--- config.mk ---
export PLATFORM = sky130hd
export DESIGN_NAME = image_stream_reader
export DESIGN_NICKNAME = d
export VERILOG_FILES = /design/src/rtl/img_pkg.sv /design/src/rtl/input_rom.sv /design/src/rtl/pixel_fifo.sv /design/src/rtl/image_stream_reader.sv
export SDC_FILE = /design/constraint.sdc
export NUM_CORES = 1
export LEC_CHECK = 0
export CAP_MARGIN = 10
export CORE_UTILIZATION = 55
export CTS_CLUSTER_SIZE = 25
export DETAILED_ROUTE_END_ITERATION = 10
export GPL_ROUTABILITY_DRIVEN = 0
export PLACE_DENSITY = 0.74
export RECOVER_POWER = 50
export SLEW_MARGIN = 20
export SYNTH_ARGS = -nofsm -noshare
export SYNTH_HDL_FRONTEND = slang
export SYNTH_HIERARCHICAL = 1
export SYNTH_SLANG_ARGS = --single-unit
--- constraint.sdc ---
create_clock -name clock -period 4.9 [get_ports clock]
set_clock_uncertainty 0.1 [all_clocks]
set_input_delay 0.735 -clock clock [delete_from_list [all_inputs] [get_ports clock]]
set_output_delay 0.735 -clock clock [all_outputs]
set_load 0.005 [all_outputs]
--- src/rtl/img_pkg.sv ---
// Shared types and constants for the image stream reader slice.
package img_pkg;

  typedef enum logic [1:0] {
    ST_IDLE,
    ST_RUN,
    ST_DRAIN
  } state_e;

  localparam int unsigned PIXEL_BITS      = 8;
  localparam int unsigned DEF_WIDTH_BITS  = 7;
  localparam int unsigned DEF_HEIGHT_BITS = 7;

  function automatic logic [PIXEL_BITS-1:0] rom_word(input logic [31:0] a);
    logic [31:0] p;
    p = a * 32'd3;
    return p[PIXEL_BITS-1:0];
  endfunction

endpackage

--- src/rtl/input_rom.sv ---
// Behavioural image ROM: word[a] = 3*a mod 256, registered read with one-cycle latency.
module input_rom
  import img_pkg::*;
#(
  parameter int unsigned ADDR_WIDTH = DEF_WIDTH_BITS + DEF_HEIGHT_BITS
) (
  input  logic                  clock,
  input  logic                  rden,
  input  logic [ADDR_WIDTH-1:0] address,
  output logic [PIXEL_BITS-1:0] q
);

  always_ff @(posedge clock) begin
    if (rden) q <= rom_word(32'(address));
  end

endmodule

--- src/rtl/pixel_fifo.sv ---
// Synchronous first-word-fall-through FIFO with occupancy count.
module pixel_fifo #(
  parameter int unsigned DEPTH  = 4,
  parameter int unsigned DATA_W = 8
) (
  input  logic                       clock,
  input  logic                       reset,
  input  logic                       push_i,
  input  logic [DATA_W-1:0]          data_i,
  input  logic                       pop_i,
  output logic [DATA_W-1:0]          data_o,
  output logic                       empty_o,
  output logic [$clog2(DEPTH):0]     count_o
);

  localparam int unsigned AW = $clog2(DEPTH);
  localparam int unsigned CW = AW + 1;
  localparam logic [CW-1:0] DEPTH_V = CW'(DEPTH);

  logic [DATA_W-1:0] mem_q [DEPTH];
  logic [AW-1:0]     wr_q, rd_q;
  logic [CW-1:0]     count_q;
  logic              full, do_push, do_pop;

  assign full    = (count_q == DEPTH_V);
  assign empty_o = (count_q == '0);
  // A push into a full FIFO is accepted when the head leaves in the same cycle.
  assign do_pop  = pop_i && !empty_o;
  assign do_push = push_i && (!full || do_pop);
  assign data_o  = mem_q[rd_q];
  assign count_o = count_q;

  always_ff @(posedge clock) begin
    if (reset) begin
      wr_q    <= '0;
      rd_q    <= '0;
      count_q <= '0;
      for (int unsigned i = 0; i < DEPTH; i++) mem_q[i] <= '0;
    end else begin
      if (do_push) begin
        mem_q[wr_q] <= data_i;
        wr_q        <= wr_q + 1'b1;
      end
      if (do_pop) rd_q <= rd_q + 1'b1;
      count_q <= count_q + CW'(do_push) - CW'(do_pop);
    end
  end

endmodule

--- src/rtl/image_stream_reader.sv ---
// Self-sequencing raster-scan frame source: reads the image ROM and streams pixels
// with coordinates and SOF/EOL/EOF markers over valid/ready.
module image_stream_reader
  import img_pkg::*;
#(
  parameter int unsigned WIDTH_BITS  = DEF_WIDTH_BITS,
  parameter int unsigned HEIGHT_BITS = DEF_HEIGHT_BITS,
  parameter int unsigned FIFO_DEPTH  = 4
) (
  input  logic                   clock,
  input  logic                   reset,
  input  logic                   iStart,
  output logic                   oBusy,
  output logic                   oDone,
  output logic                   oValid,
  input  logic                   iReady,
  output logic [PIXEL_BITS-1:0]  oData,
  output logic [WIDTH_BITS-1:0]  oCol,
  output logic [HEIGHT_BITS-1:0] oRow,
  output logic                   oSof,
  output logic                   oEol,
  output logic                   oEof
);

  localparam int unsigned ADDR_WIDTH = WIDTH_BITS + HEIGHT_BITS;
  localparam int unsigned FIFO_W     = PIXEL_BITS + WIDTH_BITS + HEIGHT_BITS + 3;
  localparam int unsigned CW         = $clog2(FIFO_DEPTH) + 1;
  localparam logic [CW:0] DEPTH_V    = (CW + 1)'(FIFO_DEPTH);

  state_e                  state_q;
  logic [WIDTH_BITS-1:0]   col_q, pcol_q;
  logic [HEIGHT_BITS-1:0]  row_q, prow_q;
  logic                    psof_q, peol_q, peof_q;
  logic                    inflight_q, busy_q, done_q;

  logic [PIXEL_BITS-1:0]   rom_q;
  logic [ADDR_WIDTH-1:0]   addr;
  logic [FIFO_W-1:0]       push_data, head;
  logic [CW-1:0]           fifo_count;
  logic [CW:0]             occ;
  logic                    fifo_empty, pop, issue, col_max, row_max;

  assign col_max = &col_q;
  assign row_max = &row_q;
  assign addr    = {row_q, col_q};
  assign pop     = oValid && iReady;
  // Occupancy counts the read still in the ROM stage and credits a same-cycle pop.
  assign occ     = {1'b0, fifo_count} + (CW + 1)'(inflight_q) - (CW + 1)'(pop);
  assign issue   = (state_q == ST_RUN) && (occ < DEPTH_V);

  input_rom #(
    .ADDR_WIDTH(ADDR_WIDTH)
  ) u_rom (
    .clock  (clock),
    .rden   (issue),
    .address(addr),
    .q      (rom_q)
  );

  assign push_data = {rom_q, pcol_q, prow_q, psof_q, peol_q, peof_q};

  pixel_fifo #(
    .DEPTH (FIFO_DEPTH),
    .DATA_W(FIFO_W)
  ) u_fifo (
    .clock  (clock),
    .reset  (reset),
    .push_i (inflight_q),
    .data_i (push_data),
    .pop_i  (pop),
    .data_o (head),
    .empty_o(fifo_empty),
    .count_o(fifo_count)
  );

  assign oValid = !fifo_empty;
  assign {oData, oCol, oRow, oSof, oEol, oEof} = head;
  assign oBusy  = busy_q;
  assign oDone  = done_q;

  always_ff @(posedge clock) begin
    if (reset) begin
      state_q    <= ST_IDLE;
      col_q      <= '0;
      row_q      <= '0;
      pcol_q     <= '0;
      prow_q     <= '0;
      psof_q     <= 1'b0;
      peol_q     <= 1'b0;
      peof_q     <= 1'b0;
      inflight_q <= 1'b0;
      busy_q     <= 1'b0;
      done_q     <= 1'b0;
    end else begin
      done_q     <= 1'b0;
      inflight_q <= issue;
      if (issue) begin
        pcol_q <= col_q;
        prow_q <= row_q;
        psof_q <= (col_q == '0) && (row_q == '0);
        peol_q <= col_max;
        peof_q <= col_max && row_max;
      end
      case (state_q)
        ST_IDLE: begin
          if (iStart) begin
            state_q <= ST_RUN;
            col_q   <= '0;
            row_q   <= '0;
            busy_q  <= 1'b1;
          end
        end
        ST_RUN: begin
          if (issue) begin
            if (col_max && row_max) begin
              state_q <= ST_DRAIN;
            end else begin
              col_q <= col_q + 1'b1;
              if (col_max) row_q <= row_q + 1'b1;
            end
          end
        end
        ST_DRAIN: begin
          if (pop && oEof) begin
            state_q <= ST_IDLE;
            busy_q  <= 1'b0;
            done_q  <= 1'b1;
          end
        end
        default: state_q <= ST_IDLE;
      endcase
    end
  end

endmodule

==> reports/results.tsv <==
metric	value	unit
antenna_found_initial	0	
holdPathStages	2	
p_switching	0.888	mW
rsz0062_at_grt	false	
cts_max_path_buffers	2	
gr-total-overflow	0	
avgRoutedWirePerCell	18.7	um
intPower	2.56	mW
cts_hold_buf	0	
most-common-layout-cells	edfxtp_1, and2_0, nand2_1, dfxtp_1, and2_1	
holdCritStartpoint	oBusy	
cts_tree	done	
syn-num-nets	569	
setup_tns	0	ps
async_flop_share	0	%
grt_pass1_wl	22.8	mm
dr.pass1.iters	4	
clkTransAtPathRegs	60	ps
startpoint_type	flip-flop	
synth.distinct_cells	67	
violations	capacitance limit, slew limit	
max_freq	0.249	GHz
cts_buffers	17	
power.density	425	nW/um2
crit_type	reg -> out	
min_to	oBusy	
routed_wl	14.3	mm
clockPowerShare	37.6	%
cts-root-buf	clkbuf_16	
h-tree-depth	4	
endpoint_kind	primary output	
worst_slew_pin_slew	1870	ps
antennaDiodeCount	0	
p_leak	2.84	nW
finalMaxSlewViolations	78	
insertion_delay	420	ps
grt_pass1_vias	4403	
syn_area_per_cell	13.0	um2
die_area	13400	um2
netlist_area	7120	um2
r2r-end	u_fifo/mem_q[0][20]	
io_pins	32	
final_common_cell	edfxtp_1	
die_w	116	um
final_layout_size_suffix_gt1_share	13.5	%
cp.arrival	3180	ps
worst-path-buf-inv	1	
grt_use_total	23.2	%
core_area	12600	um2
fin_crit	4020	ps
dp_hpwl	8.58	mm
hold_viol	0	
ys_ff_latch	153	
die_h	116	um
netlist_instances	548	
r2r_start	u_fifo/count_o[1]	
period_share	82.0	%
crit_chain	mux4_2 > clkdlybuf4s50_1	
p_sw_share	25.8	%
synthFlopType	edfxtp_1	
p_seq_share	46.9	%
drc	0	
viasPerCell	5.71	
drtIter0Drc	355	
hold_class	reg -> reg	
initial_core_util	56.4	%
num_vias	4369	
placed_cell_area	7570	um2
required	4070	ps
nNetsFinal	601	
area_growth	14.2	%
drv_cap	3	
crit_family	flip-flops	
num_rows	41	
yosysSeqAreaShare	58.2	%
slowest_delay	1580	ps
path_max_fanout	25	
cts-resized-gates	0	
synth_edf_count	108	
stdcell_area	8120	um2
fillCellCount	971	
combPwrFrac	15.6	%
finalSetupViolCount	0	
io_buffers	31	
status	finished, violations left	
r2r_slack	1140	ps
ir_worst_vdd	0.238	mV
cts.sink_count	153	
cts_setup_buffers	0	
relSlewSlack	-24.9	%
grt_max_degree	40	
yosys_warnings	6	
postRouteAntennaNets	0	
cp_slowest_cell	dfxtp_1	
reg2reg_depth	6	
[worst min-delay path, delay by kind of cell, from the launching register on]
family	cells	cell delay, ps
flip-flops	1	320
AO/OA/AOI/OAI	2	130
[layout make-up]
cell class / instances / area, um2 / area share (%)
multi-input combinational: 346 / 2730 / 33.6
clock inverter: 11 / 118 / 1.45
sequential: 153 / 4140 / 51.0
tap: 172 / 215 / 2.65
clock buffer: 21 / 480 / 5.91
inverter: 24 / 90.1 / 1.11
timing repair buffer: 38 / 348 / 4.28
[Yosys cell counts, types with 7 or more instances]
library cell	number	area share, %
and2_1	100	8.8
a21oi_1	23	1.6
nor2_1	15	0.79
o21ai_0	11	0.77
inv_1	22	1.2
mux4_2	25	7.9
ha_1	15	2.6
a31oi_1	7	0.62
dfxtp_1	45	13
clkbuf_1	10	0.53
nand3_1	11	0.77
nand2_1	48	2.5
edfxtp_1	108	46
[how the worst max path moves through the flow]
stage | endpoint | slack (ps) | depth (start not counted)
final | oEof | 880 | 2
after global routing | oEof | 610 | 2
after detailed placement | col_q[1] | 780 | 11
after CTS | col_q[1] | 1210 | 11
after global placement | col_q[1] | 880 | 11
after floorplan | u_fifo/mem_q[2][0] | 980 | 4
[cells by family (layout without fill, tap and decap cells)]
logic type                 after synthesis  after routing  share of synthesized area, %
and+or+nand+nor                        214            214                          18.1
DFF                                    153            153                          58.2
AOI/OAI and AO/OA                       79             79                          7.54
buffers and inverters                   49             94                          3.43
muxes                                   28             28                          8.40
adders and majority gates               17             17                          3.20
xor gates and xnor gates                 8              8                          1.09
[power by group through the flow]
| stage | sequential [mW] | clock (mW) | combinational, mW |
|---|---|---|---|
| 2_1_floorplan | 1.59 | 0 | 0.393 |
| 3_3_place_gp | 1.64 | 0 | 0.537 |
| 3_5_place_dp | 1.64 | 0 | 0.551 |
| 4_1_cts | 1.62 | 1.32 | 0.554 |
| 5_1_grt | 1.64 | 1.37 | 0.590 |
| 6_report | 1.62 | 1.30 | 0.537 |
[registers in the layout, summed over array words and instances, names as in the netlist, 2 cells and up, named ones only]
name,cells
pcol_q,7
state_q,2
u_rom/q,8
u_fifo/mem_q,100
u_fifo/wr_q,2
u_fifo/rd_q,2
u_fifo/count_o,3
prow_q,7
col_q,7
row_q,7
[through the flow]
step / hold slack (ps) / instances / power [mW] / setup slack (ps) / util, %
after floorplan: 357 / 548 / 1.98 / 976 / -
after global placement: 368 / 733 / 2.17 / 879 / 60.0
after detailed placement: 387 / 733 / 2.19 / 775 / 60.0
after CTS: 397 / 765 / 3.49 / 1210 / 64.7
after global routing: 435 / 765 / 3.59 / 607 / 64.4
final: 399 / 765 / 3.45 / 881 / 64.4
[per-layer routing]
| metal | global-route usage [%] | share of wire, % |
|---|---|---|
| met5 | 0 | 0 |
| met2 | 39.7 | 50 |
| met3 | 4.39 | 7.0 |
| met4 | 10.5 | 2.7 |
| met1 | 28.8 | 40 |
Note: power is estimated with default switching activity, not from simulation.
